File: src/rtl/sqrt_iter.sv
// rtl/sqrt_iter.sv - multi-cycle non-restoring unsigned fixed-point square root, one root bit per clock.
// Optional macro SQRT_ITER_ROUND_EN: extra guard iteration, round-half-up result saturating at all-ones.
module sqrt_iter #(
  parameter int DATA_W   = 32,
  parameter int EXT_FRAC = 0
) (
  input  logic                           clk,
  input  logic                           rstn,
  input  logic                           start,
  input  logic [DATA_W-1:0]              in,
  output logic                           busy,
  output logic                           done,
  output logic [DATA_W/2+EXT_FRAC-1:0]   out,
  output logic [DATA_W/2+EXT_FRAC:0]     rout
);

  localparam int ROOT_W = DATA_W/2 + EXT_FRAC;
  localparam int REM_W  = ROOT_W + 1;
`ifdef SQRT_ITER_ROUND_EN
  localparam int NIT    = ROOT_W + 1;
`else
  localparam int NIT    = ROOT_W;
`endif
  localparam int RM_W   = NIT + 2;
  localparam int RAD_W  = 2 * NIT;
  localparam int CNT_W  = $clog2(NIT);

  typedef enum logic [1:0] {S_IDLE, S_CALC, S_FIN} state_t;

  state_t            r_state, w_state_nx;
  logic              w_accept, w_last;
  logic [RAD_W-1:0]  r_rad, w_in_ext;
  logic [RM_W-1:0]   r_rem, w_rem_nx;
  logic [NIT-1:0]    r_root, w_root_nx;
  logic [CNT_W-1:0]  r_cnt;
  logic [ROOT_W-1:0] r_out, w_out_fin;
  logic [REM_W-1:0]  r_rout, w_rout_fin;
  logic [RM_W+1:0]   w_rem_sh, w_trial;

  assign w_in_ext = RAD_W'(in) << (RAD_W - DATA_W);

  // Signed partial remainder: subtract the trial term when non-negative, add it back otherwise.
  assign w_rem_sh  = {r_rem, r_rad[RAD_W-1 -: 2]};
  assign w_trial   = {2'b00, r_root, r_rem[RM_W-1], 1'b1};
  assign w_rem_nx  = r_rem[RM_W-1] ? RM_W'(w_rem_sh + w_trial) : RM_W'(w_rem_sh - w_trial);
  assign w_root_nx = {r_root[NIT-2:0], ~w_rem_nx[RM_W-1]};

`ifdef SQRT_ITER_ROUND_EN
  logic [ROOT_W-1:0] w_floor;
  logic              w_guard;

  // Remainder is taken from the floor-root state, before the guard iteration.
  assign w_floor    = r_root[ROOT_W-1:0];
  assign w_guard    = ~w_rem_nx[RM_W-1];
  assign w_out_fin  = (w_guard && !(&w_floor)) ? w_floor + 1'b1 : w_floor;
  assign w_rout_fin = r_rem[RM_W-1] ? REM_W'(r_rem + {1'b0, r_root, 1'b1}) : REM_W'(r_rem);
`else
  assign w_out_fin  = w_root_nx;
  assign w_rout_fin = w_rem_nx[RM_W-1] ? REM_W'(w_rem_nx + {1'b0, w_root_nx, 1'b1})
                                       : REM_W'(w_rem_nx);
`endif

  always_ff @(posedge clk or negedge rstn) begin
    if (!rstn) r_state <= S_IDLE;
    else       r_state <= w_state_nx;
  end

  // FIN accepts a new start like IDLE so back-to-back operations lose no cycle.
  always_comb begin
    w_state_nx = r_state;
    w_accept   = 1'b0;
    w_last     = 1'b0;
    case (r_state)
      S_IDLE, S_FIN: begin
        if (start) begin
          w_accept   = 1'b1;
          w_state_nx = S_CALC;
        end else begin
          w_state_nx = S_IDLE;
        end
      end
      S_CALC: begin
        if (r_cnt == '0) begin
          w_last     = 1'b1;
          w_state_nx = S_FIN;
        end
      end
      default: w_state_nx = S_IDLE;
    endcase
  end

  always_ff @(posedge clk or negedge rstn) begin
    if (!rstn) begin
      r_rad  <= '0;
      r_rem  <= '0;
      r_root <= '0;
      r_cnt  <= '0;
      r_out  <= '0;
      r_rout <= '0;
    end else if (w_accept) begin
      r_rad  <= w_in_ext;
      r_rem  <= '0;
      r_root <= '0;
      r_cnt  <= CNT_W'(NIT - 1);
    end else if (r_state == S_CALC) begin
      r_rad  <= r_rad << 2;
      r_rem  <= w_rem_nx;
      r_root <= w_root_nx;
      if (w_last) begin
        r_out  <= w_out_fin;
        r_rout <= w_rout_fin;
      end else begin
        r_cnt  <= r_cnt - 1'b1;
      end
    end
  end

  assign busy = (r_state == S_CALC);
  assign done = (r_state == S_FIN);
  assign out  = r_out;
  assign rout = r_rout;

endmodule

File: config.mk
export PLATFORM = sky130hd
export DESIGN_NAME = sqrt_iter
export DESIGN_NICKNAME = d
export VERILOG_FILES = /design/src/rtl/sqrt_iter.sv
export SDC_FILE = /design/constraint.sdc
export NUM_CORES = 1
export LEC_CHECK = 0
export CORE_ASPECT_RATIO = 2
export CORE_MARGIN = 1.5
export CORE_UTILIZATION = 55
export DETAILED_ROUTE_END_ITERATION = 6
export PLACE_DENSITY = 0.85
export SYNTH_ARGS = -nofsm -noshare
export SYNTH_HDL_FRONTEND = slang
export SYNTH_SLANG_ARGS = --single-unit
File: constraint.sdc
create_clock -name clk -period 6.6 [get_ports clk]
set_input_delay 1.65 -clock clk [delete_from_list [all_inputs] [get_ports clk]]
set_output_delay 1.65 -clock clk [all_outputs]
set_load 0.005 [all_outputs]
* Word level (Yosys, flattened, before mapping)
Cells that the tools add are included.
** Cells by class
- $add $sub $neg :: 4
- Eq/ne operators :: 4
- Mux-type cells :: 18
- Bitwise gates (word level) :: 2
- Reduce and logical (&&, ||, !) cells :: 6
** Operator list (number)
- $mux W32 :: 2
- $mux W18 :: 3
- $mux W16 :: 2
- $add A18 B18 Y18 :: 1
- $sub A18 B18 Y18 :: 1
- $add A17 B17 Y17 :: 1
- $mux W17 :: 1
- $mux W4 :: 3
- $mux W1 :: 5
- $logic_not A4 Y1 :: 1
- $pmux W2 S2 :: 1
- $sub A4 B1 Y4 const B :: 1
- $reduce_and A3 Y1 :: 1
- $eq A2 B1 Y1 const B :: 1
- $eq A2 B2 Y1 const B :: 1
- $logic_not A2 Y1 :: 1
- $mux W2 :: 1
- $ne A2 B1 Y1 const B :: 1
- $ne A2 B2 Y1 const B :: 1
- $not A1 Y1 :: 2
- $reduce_and A2 Y1 :: 1
- $reduce_bool A2 Y1 :: 1
- $reduce_or A2 Y1 :: 1
** Storage, ports and cells
- Bits in registers :: 105
- Input bits :: 35
- Output and inout bits :: 35
- Word-level logic and storage cells :: 41

* Logic depth before layout (Yosys ltp)
- Depth in word-level cells :: 6
- Mapped depth :: 22
- Mapped depth without buffers :: 19

* Worst setup path before layout
No wires, ideal clock.
- Path kind :: register -> register
- Start :: register r_rem[17]
- End :: register r_rout[15] (netlist: rout[15])
- Setup time :: 77 ps
- Arrival time :: 4687 ps
- Data required time :: 6523 ps
- Path slack :: 1835 ps
- Stages on the path, launching flop included :: 23
- Buffers on the path :: 4
- Period minus slack after synthesis :: 4765 ps
- Cell sequence :: dfrtp_1 buf_2 buf_1 xnor2_1 ha_1 a21oi_1 o21ai_2 o211a_4 o21a_1 a211oi_4 buf_4 buf_2 ha_1 nor2b_1 o21a_1 o21ai_0 a21oi_1 nor2_1 o31ai_1 o41ai_1 xnor2_1 mux2i_1 a21oi_1
** On the way
- Word-level cells in the longest chain between the ends :: 5
- Elaborated cells between the ends (all ways) :: 6
- Those cells by class :: add/sub: 3; mux: 2; bitwise: 1
** RTL lines
- from (decl) :: RTL line 33 : logic [RM_W-1:0] r_rem, w_rem_nx;
- from (signal assigned) :: RTL line 107 : r_rem <= w_rem_nx;
- $sub A18 B18 Y18 or $add A18 B18 Y18 (tied branches) :: RTL line 45 : assign w_rem_nx = r_rem[RM_W-1] ? RM_W'(w_rem_sh + w_trial) : RM_W'(w_rem_sh - w_trial);
- $mux W18 * :: RTL line 45
- $not A1 Y1 * :: RTL line 46 : assign w_root_nx = {r_root[NIT-2:0], ~w_rem_nx[RM_W-1]};
- via w_out_fin[0] :: RTL line 36 : logic [ROOT_W-1:0] r_out, w_out_fin;
- $add A17 B17 Y17 * :: RTL line 59 : assign w_rout_fin = w_rem_nx[RM_W-1] ? REM_W'(w_rem_nx + {1'b0, w_root_nx, 1'b1})
- $mux W17 * :: RTL line 59
- to (signal assigned) :: RTL line 111 : r_rout <= w_rout_fin;
- to (decl) :: RTL line 37 : logic [REM_W-1:0] r_rout, w_rout_fin;
Mark *: on every way through the listed nets, which the timed path passes. The rest lies on a longest branch.
A chain may end at the register's enable or synchronous reset.

* Worst setup path in the final report
- Start :: register r_rem[17]
- End :: register r_rout[15] (netlist: rout[15])
** On the way
- Word-level cells in the longest chain between the ends :: 5
- Elaborated cells between the ends (all ways) :: 6
- Those cells by class :: add/sub: 3; mux: 2; bitwise: 1
** RTL lines (RTL line)
- $sub A18 B18 Y18 or $add A18 B18 Y18 (tied branches) :: 45
- $mux W18 * :: 45
- $not A1 Y1 :: 46
- $add A17 B17 Y17 :: 59
- $mux W17 * :: 59
Every way passes the cells marked *; elsewhere a longest branch is shown, timed or not.

==> results by group <==
Route
  • Drt first-iter violations: 231
  • Vias per cell: approximately 5.8
  • Post-DR wirelength/cell: 16.4 um
  • WL final: around 13000 um
  • Number of routed nets with antenna violations: 0
  • Number of remaining DRC errors: 0
  • Drt first pass iters: 4
  • Detailed-route via count: 4600

Synth
  • Net Count, Synth: 669
  • Sequential area share after synthesis: 0.454
  • Yosys Warn Count: 0
  • Netlist cell types: between 50 and 60
  • Main synth FF type: dfrtp_1
  • Cells after Synth: 600
  • Fraction of registers with async set/reset: 1.00
  • Synth Register Bits: roughly 100
  • Avg Cell Area, Syn: roughly 9.6 um2
  • EDFF count, synth: 0
  • Cell Area, Synth: 0.00574 mm2

Clocking
  • CTS resizes: 0
  • CTS tree: done
  • Reg clk slew, reported paths: 0.07 ns
  • TritonCTS Buffers: 9
  • Post-CTS setup buffers: 0
  • Cts hold-fix bufs: 0
  • Clock Path Buffers: 2
  • Worst-Skew Late Latency: around 0.35 ns
  • Max H-tree Level: 3
  • TritonCTS Sinks: 104
  • Root buffer cell: clkbuf_16

STA
  • Clk_skew: 0.00948 ns
  • Slew at the pin closest to its max-slew limit: 0.899 ns
  • Slew HR: 0.401
  • Setup TNS: 0 ns
  • Peak Freq: slightly above 200 MHz
  • Final setup violation count: 0
  • Tcrit/Tclk final: 0.752
  • Final min period: slightly below 5 ns
  • Setup repair after global routing missed its margin: false
  • Final worst slack: 1.64 ns
  • Final Max Slew Viols: 0
  • Fin. Hold Viols: 0

Critical path
  • CP required: 6.87 ns
  • Crit path capture type: flip-flop
  • Crit-path max FO: 17
  • Crit path launch type: flip-flop
  • CP arrival: 5.23 ns
  • CP Class: reg -> reg

Finish
  • Final instance area: 0.00684 mm2
  • Most common cell after layout, fill and taps aside: nand2_1
  • Final #Nets: a little over 700
  • Register area: 0.00260 mm2
  • Area delta synth->final: 19.3%
  • Layout cell share with drive strength beyond 1: 0.0516
  • # fillers: 858
  • Area of the multi-input gates: 0.00298 mm2
  • Most frequent cells in the layout: 136 x nand2_1, 104 x dfrtp_1, 68 x clkdlybuf4s50_1
  • Antenna diode count: 0
  • Finished Layout Cells: between 700 and 800

Global route
  • Vias in the first global route: 4673
  • Grt total ovfl: 0
  • Total Routing Usage GR: 0.253
  • First-pass GRT wire length: 21700 um
  • Largest net degree at the start of global routing: 67
  • Initial antenna violation count: 0

Floorplanning
  • Full die area: approximately 0.011 mm2
  • Die Height: ~150 um
  • Row Count: 52
  • Core box area: 0.0101 mm2
  • Die W: between 70 and 80 um
  • Starting Density: 0.565
  • Top Ports: 70

Run status
  • Status: completed

Run
  • Max Cap Viol: 0

Placement
  • Placed cell areas: 0.00653 mm2
  • Placed cells: 780
  • HPWL Detailed: roughly 9300 um
  • Port bufs: 69
  • Dpl ws: about 1.7 ns
  • Global placement routability congestion: just under 0.9

Hold path
  • Min-delay worst type: reg -> reg
[cells in the mapped netlist, types with 2 or more instances]
master	number	area share
nand2_1	136	0.089
dfrtp_1	104	0.45
xnor2_1	38	0.058
ha_1	34	0.074
a22o_1	32	0.049
a21oi_1	31	0.027
a22oi_1	28	0.037
nor2_1	25	0.016
o21ai_0	23	0.020
clkbuf_1	22	0.014
a21o_1	11	0.014
inv_1	11	0.0072
xor2_1	11	0.017
mux2i_1	7	0.012
nor2b_1	7	0.0076
nor3_1	7	0.0061
nand2b_1	6	0.0065
nand3_1	6	0.0052
o21a_1	5	0.0065
buf_1	4	0.0026
o21bai_1	4	0.0052
a221o_1	3	0.0052
a31oi_1	3	0.0033
and2_1	3	0.0033
and3_1	3	0.0033
o211ai_1	3	0.0039
o21ai_1	3	0.0026
a211o_1	2	0.0031
buf_2	2	0.0017
buf_4	2	0.0026
nand4_1	2	0.0022
o31ai_1	2	0.0026
[critical path, stage by stage, from the launching register on]
cell and delay, ns:
dfrtp_1 0.93, xnor2_1 0.21, ha_1 0.36, a21oi_1 0.16, o21ai_2 0.13, o211a_4 0.26, o21a_1 0.20, a211oi_4 0.29
ha_1 0.29, nor2b_1 0.14, o21a_1 0.18, o21ai_0 0.31, a21oi_1 0.15, nor2_1 0.31, o31ai_1 0.17, o41ai_1 0.37
xnor2_1 0.16, mux2i_1 0.08, a21oi_1 0.17
[stage by stage]
stage | hold slack [ns] | utilization
floorplan | 0.446 | -
global placement | 0.458 | 0.643
detailed placement | 0.462 | 0.643
CTS | 0.478 | 0.674
global route | 0.501 | 0.674
finish | 0.472 | 0.674
[kinds of logic after synthesis]
family | after synthesis | share of synthesized area
flip-flops | 104 | 0.454
adder cells (fa/ha/maj) | 34 | 0.0741
AO/OA/AOI/OAI | 163 | 0.208
AND/OR/NAND/NOR | 202 | 0.149
multiplexers | 7 | 0.0122
XOR/XNOR | 49 | 0.0748
buffers and inverters | 41 | 0.0286
[metal layers]
layer / global-route usage / wire length, um / vias to the layer above
met5: 0 / 0 / -
met4: 0.112 / 378 / 0
met3: 0.0389 / 386 / 31
met2: 0.431 / 7000 / 102
met1: 0.306 / 5280 / 2256
li1: - / - / 2211
[worst paths after layout]
path | startpoint | end | slack [ns] | depth (start not counted)
max | r_rem[17] | rout[15] | 1.64 | 18
min | out[3] | out[3] | 0.47 | 2
max reg2reg | r_rem[17] | rout[15] | 1.64 | 18
min reg2reg | out[3] | out[3] | 0.47 | 2
max in group asynchronous | rstn | r_rem[12] | 4.17 | 2
min in group asynchronous | rstn | r_rad[24] | 1.33 | 1
[sequential cells by signal (all words and copies together), names as in the netlist]
name,cells
r_root,16
r_rad,32
r_rem,17
r_state,2
out,16
rout,17
r_cnt,4
[final cells by class]
| cell class | instances | share of cell area |
|---|---|---|
| clock buffers | 10 | 0.0349 |
| clock inverters | 4 | 0.0113 |
| inverters | 11 | 0.00603 |
| multi-input cells | 455 | 0.436 |
| flip-flops and latches | 104 | 0.380 |
| well taps | 135 | 0.0247 |
| repair buffers | 75 | 0.107 |
Power is left out: the tool's default activity adds up to more than one toggle a clock period on the data nets, which glitch-free logic cannot reach.
